--- src/rtl/psum_acc_wb.sv ---
`default_nettype none
// ============================================================================
//  Module   : psum_acc_wb
//  Purpose  : Writeback stage of the corelet. Pops column partial-sum vectors
//             from the ofifo and writes them into the psum SRAM. Optionally it
//             accumulates each vector lane-wise, with saturation, onto the
//             word already stored at the target address.
//             One start pulse sequences a run of num_vec consecutive
//             addresses, then pulses done.
//  Ports    : clk, reset (async, active-low)
//             start/base_addr/num_vec/acc_en  - run command, sampled at start
//             ofifo_valid/ofifo_out/ofifo_rd  - ofifo pop interface
//             sram_cen/sram_wen/sram_addr/sram_d/sram_q - psum SRAM port
//             busy/done                       - run status
//  Revision : 1.0  initial release
// ============================================================================
module psum_acc_wb #(
    parameter int COL     = 8,
    parameter int PSUM_BW = 16,
    parameter int ADDR_W  = 11
) (
    input  logic                   clk,
    input  logic                   reset,
    input  logic                   start,
    input  logic [ADDR_W-1:0]      base_addr,
    input  logic [ADDR_W:0]        num_vec,
    input  logic                   acc_en,
    input  logic                   ofifo_valid,
    input  logic [COL*PSUM_BW-1:0] ofifo_out,
    output logic                   ofifo_rd,
    output logic                   sram_cen,
    output logic                   sram_wen,
    output logic [ADDR_W-1:0]      sram_addr,
    output logic [COL*PSUM_BW-1:0] sram_d,
    input  logic [COL*PSUM_BW-1:0] sram_q,
    output logic                   busy,
    output logic                   done
);

    localparam logic [2:0] c_st_idle = 3'd0;
    localparam logic [2:0] c_st_req  = 3'd1;
    localparam logic [2:0] c_st_cap  = 3'd2;
    localparam logic [2:0] c_st_wr   = 3'd3;
    localparam logic [2:0] c_st_done = 3'd4;

    localparam logic [ADDR_W:0]    c_one = {{ADDR_W{1'b0}}, 1'b1};
    localparam logic [PSUM_BW-1:0] c_max = {1'b0, {(PSUM_BW-1){1'b1}}};
    localparam logic [PSUM_BW-1:0] c_min = {1'b1, {(PSUM_BW-1){1'b0}}};

    logic [2:0]             r_state;
    logic [ADDR_W-1:0]      r_cur_addr;
    logic [ADDR_W:0]        r_remaining;
    logic                   r_acc_q;
    logic [COL*PSUM_BW-1:0] r_sram_d;
    logic [COL*PSUM_BW-1:0] w_sum;
    logic                   w_sram_rd;
    logic                   w_sram_wr;

    // Per-lane add with saturation. When not accumulating the addend is
    // forced to zero, so the sum can never overflow and passes straight through.
    for (genvar i = 0; i < COL; i++) begin : g_lane
        logic [PSUM_BW-1:0] w_a;
        logic [PSUM_BW-1:0] w_b;
        logic [PSUM_BW:0]   w_s;

        assign w_a = ofifo_out[i*PSUM_BW +: PSUM_BW];
        assign w_b = r_acc_q ? sram_q[i*PSUM_BW +: PSUM_BW] : '0;
        assign w_s = {w_a[PSUM_BW-1], w_a} + {w_b[PSUM_BW-1], w_b};
        // The two top bits differ only on overflow; the top bit gives the true sign.
        assign w_sum[i*PSUM_BW +: PSUM_BW] =
            (w_s[PSUM_BW] == w_s[PSUM_BW-1]) ? w_s[PSUM_BW-1:0] :
            (w_s[PSUM_BW] ? c_min : c_max);
    end

    always_ff @(posedge clk or negedge reset) begin
        if (!reset) begin
            r_state     <= c_st_idle;
            r_cur_addr  <= '0;
            r_remaining <= '0;
            r_acc_q     <= 1'b0;
            r_sram_d    <= '0;
        end else begin
            case (r_state)
                c_st_idle: begin
                    if (start) begin
                        r_cur_addr  <= base_addr;
                        r_remaining <= num_vec;
                        r_acc_q     <= acc_en;
                        r_state     <= (num_vec == '0) ? c_st_done : c_st_req;
                    end
                end
                c_st_req: begin
                    if (ofifo_valid) begin
                        r_state <= c_st_cap;
                    end
                end
                c_st_cap: begin
                    r_sram_d <= w_sum;
                    r_state  <= c_st_wr;
                end
                c_st_wr: begin
                    r_cur_addr  <= r_cur_addr + 1'b1;
                    r_remaining <= r_remaining - c_one;
                    r_state     <= (r_remaining == c_one) ? c_st_done : c_st_req;
                end
                c_st_done: begin
                    r_state <= c_st_idle;
                end
                default: begin
                    r_state <= c_st_idle;
                end
            endcase
        end
    end

    // The SRAM read is issued alongside the pop, so both ofifo_out and
    // sram_q land together in CAP. Read (REQ) and write (WR) are never in
    // the same state, which keeps the single-port SRAM conflict-free.
    assign ofifo_rd  = (r_state == c_st_req) && ofifo_valid;
    assign w_sram_rd = ofifo_rd && r_acc_q;
    assign w_sram_wr = (r_state == c_st_wr);
    assign sram_cen  = ~(w_sram_rd | w_sram_wr);
    assign sram_wen  = ~w_sram_wr;
    assign sram_addr = r_cur_addr;
    assign sram_d    = r_sram_d;
    assign busy      = (r_state == c_st_req) || (r_state == c_st_cap) ||
                       (r_state == c_st_wr);
    assign done      = (r_state == c_st_done);

endmodule
`default_nettype wire

--- config.mk ---
export PLATFORM = sky130hd
export DESIGN_NAME = psum_acc_wb
export DESIGN_NICKNAME = d
export VERILOG_FILES = /design/src/rtl/psum_acc_wb.sv
export SDC_FILE = /design/constraint.sdc
export NUM_CORES = 1
export LEC_CHECK = 0
export CAP_MARGIN = 10
export CORE_MARGIN = 2
export CORE_UTILIZATION = 34
export DETAILED_ROUTE_END_ITERATION = 12
export GPL_TIMING_DRIVEN = 1
export PLACE_DENSITY_LB_ADDON = 0.05
export SLEW_MARGIN = 20
export SYNTH_ARGS = -nofsm -noshare
export SYNTH_HDL_FRONTEND = slang
export SYNTH_SLANG_ARGS = --single-unit
--- constraint.sdc ---
create_clock -name clk -period 4.48 [get_ports clk]
set_input_delay 0.448 -clock clk [delete_from_list [all_inputs] [get_ports clk]]
set_output_delay 0.448 -clock clk [all_outputs]
set_load 0.01 [all_outputs]
* Yosys cells after proc, flatten, opt, wreduce, memory -nomap -nowiden *
Index checks and enable logic that the tools add are counted.

cells by class
  add/subtract/negate cells = 10
  equality and inequality tests = 15
  mux-type cells = 33
  bitwise logic cells = 3
  reductions and logical operators = 10

operators with widths
  kind                   number
  $mux 16                24
  $add 16x16->17         8
  $pmux 12 s2            1
  $pmux 11 s2            1
  $eq 12x1->1 const B    1
  $logic_not 12->1       1
  $mux 12                1
  $mux 3                 4
  $pmux 3 s4             1
  $sub 12x1->12 const B  1
  $add 11x1->11 const B  1
  $mux 11                1
  $eq 1x1->1             8
  $eq 3x2->1 const B     2
  $reduce_and 2->1       3
  $ne 2x2->1 const B     2
  $eq 3x1->1 const B     1
  $eq 3x3->1 const B     1
  $logic_not 3->1        1
  $logic_and 1x1->1      2
  $logic_or 1x1->1       2
  $not 1->1              2
  $reduce_bool 2->1      1
  $or 1x1->1             1

word-level totals
  register bits = 155
  input port bits = 284
  output and inout port bits = 144
  logic and storage cells = 76

* Depth between registers and ports, before layout *
  depth after elaboration = 5
  depth in mapped cells = 14
  depth with buffers taken out = 11

* Worst setup path before layout *
OpenSTA, ideal clock, no wires.

  path kind = register to register
  start = register r_acc_q
  end = register r_sram_d[100] (netlist: sram_d[100])
  setup time = 92 ps
  arrival = 3049 ps
  data required time = 4388 ps
  setup slack = 1340 ps
  cell stages (with the launch flop) = 15
  path buffers = 3
  period minus slack after synthesis = 3140 ps
  cell sequence = dfrtp_1 clkbuf_1 clkbuf_1 and2_1 ha_1 inv_1 fa_1 and2b_1 o211ai_2 a31oi_4 a211oi_1 a211oi_2 buf_4 a21oi_1 o31ai_2

on the way
  cells in the longest elaborated chain, start to end = 4
  elaborated cells on any way between the ends = 5
  classes of those cells = add/sub: 1; eq/ne: 1; mux: 3

ends and longest elaborated chain
  element                                line    text
  start: declaration                     53      logic r_acc_q;
  start signal: assignment               88      r_acc_q <= acc_en;
  $mux 16 *                              67      assign w_b = r_acc_q ? sram_q[i*PSUM_BW +: PSUM_BW] : '0;
  $add 16x16->17 *                       68      assign w_s = {w_a[PSUM_BW-1], w_a} + {w_b[PSUM_BW-1], w_b};
  $mux 16 or $eq 1x1->1 (tied branches)  72, 71
  $mux 16 *                              71      (w_s[PSUM_BW] == w_s[PSUM_BW-1]) ? w_s[PSUM_BW-1:0] :
  end signal: assignment                 98      r_sram_d <= w_sum;
  end: declaration                       54      logic [COL*PSUM_BW-1:0] r_sram_d;

Mark *: on every way between the ends. The rest lies on a longest branch, timed or not.
A chain may end at the register's enable or synchronous reset.

* Worst setup path in the final report *
  start = register r_acc_q
  end = register r_sram_d[75] (netlist: sram_d[75])

Same word-level chain as after synthesis.

==> results by group <==
Logic synthesis
  • Cell count after synthesis: 1769
  • Netlist Area Pre-Place: 14300 µm²
  • Post-synth net total: 2192
  • Sequential-to-total area share from yosys stat: 0.271
  • Ys flop type: dfrtp_1
  • Number of synthesized flops with an enable pin: 0
  • Synth warn: 0
  • Asr flop ratio synth: 1.00
  • Post-Syn Area per Cell: 8.09 µm²
  • Synth unique cells: 88
  • Yosys reg bits: 155

Setup path
  • Slowest-stage cell, CP: dfrtp_4
  • Worst path top cell family by delay: compound AO/OA/AOI/OAI gates
  • CP startpoint kind: flop
  • Critical path cell sequence: buf_4, nand2_1, fa_1, nand2b_1, a211o_1, nand3_1, a21oi_2, a221oi_4, nor2_1, o31ai_1
  • Worst Path Buf+Inv: 1
  • Crit Path Max Fanout: 52
  • Crit Path Category: flop to flop
  • CP peak stage delay: 760 ps
  • Worst EP required: 4820 ps
  • Critical Path End Type: flop
  • WP data arrival: 4100 ps

Worst hold path
  • Worst Hold Class: input port to async pin

Final layout
  • Layout cell share with drive strength beyond 1: 0.0555
  • Storage element area: 3880 µm²
  • Fillcell total: 4181
  • P&R area growth vs syn: 37.4%
  • Final Instance Area: 19700 µm²
  • Nets: 2572
  • Commonest non-fill, non-tap cells in the layout: clkdlybuf4s50_1 (426), nand2_1 (235), a21oi_1 (198)
  • Commonest non-fill, non-tap cell in the layout: clkdlybuf4s50_1
  • Fin util: 0.471
  • Footprint of the multi-input gates: 9850 µm²

Clock network
  • Postcts setup bufs: 0
  • Post_cts resized: 0
  • CTS tree: built
  • Clock sinks: 155
  • Cts hold-fix bufs: 1
  • TritonCTS Buffers: 17
  • H-tree depth: 4
  • CTS clock-pin slew for the worst setup and hold paths: 70 ps
  • Clk_lat worst skew: 440 ps
  • Clock Tree Buf Depth: 2
  • Root Buffer: clkbuf_16

STA
  • Slew @ Worst Pin: 884 ps
  • RSZ-0062 raised after global routing: no
  • Final setup margin: 717 ps
  • Fmax: 0.266 GHz
  • Endpoints failing setup: 0
  • Max-slew headroom: 0.407
  • Period utilization: 0.840
  • Min Tclk post-route: 3760 ps
  • Layout Skew: 10.3 ps
  • Final Hold Fails: 0
  • Pins Over Slew Limit: 0
  • Setup TNS: 0 ps

Die
  • Chip width: 209 µm
  • IO Pins: 428
  • Die Footprint: 43800 µm²
  • Core Region: 41800 µm²
  • Row count: 75
  • Die span in y: 209 µm
  • Initial Util: 0.343

Job
  • Reported max-cap violation count: 0

Global route
  • Largest net degree at the start of global routing: 142
  • Global-route wire length before repair: 78.2 mm
  • Number of global-route vias before repair: 14200
  • Total Routing Usage GR: 0.224
  • Initial antenna violation count: 8
  • Global route overflow: 0

Routing
  • DR vias: 14300
  • Via-per-instance ratio: 5.29
  • DRT Pass-1 Iters: 5
  • Drt wl/cell: 18.3 µm
  • 1st-iter DRT viols: 949
  • Routed WL: 49.6 mm
  • DRC viols: 0
  • Post-DRT Antenna Nets: 0

Place
  • Detailed-placement wirelength estimate: 38.9 mm
  • Number of port buffers: 427
  • Post-placement cell area: 19000 µm²
  • Pre-CTS setup slack: 678 ps
  • Global placement routability congestion: 0.891

Power and ir drop
  • PwrDens: 592 nW/µm²
  • Peak VDD IR: 0.000342 V
  • LEAKAGE: 8.52 nW

Outcome
  • Outcome: completed
[area by class of cell]
type	count	area share
Inverter	53	0.0101
Clock buffer	20	0.0237
Clock inverter	12	0.00706
Antenna cell	5	0.000636
Sequential cell	155	0.197
Multi-Input combinational cell	1475	0.501
Tap cell	539	0.0343
Timing Repair Buffer	447	0.226
[metrics by stage]
step / power (mW) / hold slack [ps] / cells
after floorplan: 7.24 / 152 / 1769
after global placement: 10.1 / 298 / 2668
after detailed placement: 10.2 / 296 / 2668
after CTS: 11.8 / 380 / 2701
after global routing: 12.6 / 392 / 2705
final: 11.6 / 404 / 2706
[cells in the mapped netlist (23+ instances only)]
cell / count / area [µm²]
a21oi_1: 198 / 991
clkbuf_1: 52 / 195
a21o_1: 36 / 270
o21ai_0: 84 / 420
buf_2: 23 / 115
o31ai_1: 33 / 248
xor2_1: 29 / 254
nand3_1: 38 / 190
ha_1: 131 / 1640
nand2_1: 235 / 882
inv_1: 53 / 199
and2_1: 130 / 813
dfrtp_1: 155 / 3880
a31oi_1: 23 / 144
o21ai_1: 80 / 400
nor2_1: 68 / 255
xnor2_1: 64 / 561
[cell families (layout without fill, tap and decap cells)]
kind of cell / count (synthesis) / after routing / synth area share
adders and majority gates: 139 / 139 / 0.126
buffers and inverters: 139 / 532 / 0.0421
DFF: 155 / 155 / 0.271
muxes: 4 / 4 / 0.00297
AOI/OAI and AO/OA: 638 / 638 / 0.290
xor gates and xnor gates: 98 / 98 / 0.0641
other: 0 / 5 / 0
and+or+nand+nor: 596 / 596 / 0.204
[flip-flops by register name, summed over array words and instances (netlist names)]
register / cells
r_remaining: 12
r_state: 3
r_acc_q: 1
sram_d: 128
sram_addr: 11
[metal layers]
metal,global-route usage,wire length [µm]
met4,0.0591,682
met3,0.0500,2800
met1,0.290,22400
met2,0.377,23700
met5,0,45
[power breakdown]
part | internal [mW] | switching, mW
clock | 0.871 | 0.654
sequential | 2.10 | 0.548
combinational | 3.37 | 4.10
[final timing paths]
| check | cells past startpoint | slack (ps) | from | end |
|---|---|---|---|---|
| max in group asynchronous | 3 | 3020 | reset | sram_d[66]$_DFFE_PN0N_ |
| worst max register to register | 10 | 720 | r_acc_q$_DFFE_PN0P_ | sram_d[75]$_DFFE_PN0N_ |
| min in group clk | 2 | 480 | sram_d[11]$_DFFE_PN0N_ | sram_d[11]$_DFFE_PN0N_ |
| worst max-delay path | 10 | 720 | r_acc_q$_DFFE_PN0P_ | sram_d[75]$_DFFE_PN0N_ |
| worst min register to register | 2 | 480 | sram_d[11]$_DFFE_PN0N_ | sram_d[11]$_DFFE_PN0N_ |
| worst min-delay path | 2 | 400 | reset | sram_addr[0]$_DFFE_PN0P_ |
Power figures use the tool's default switching activity.
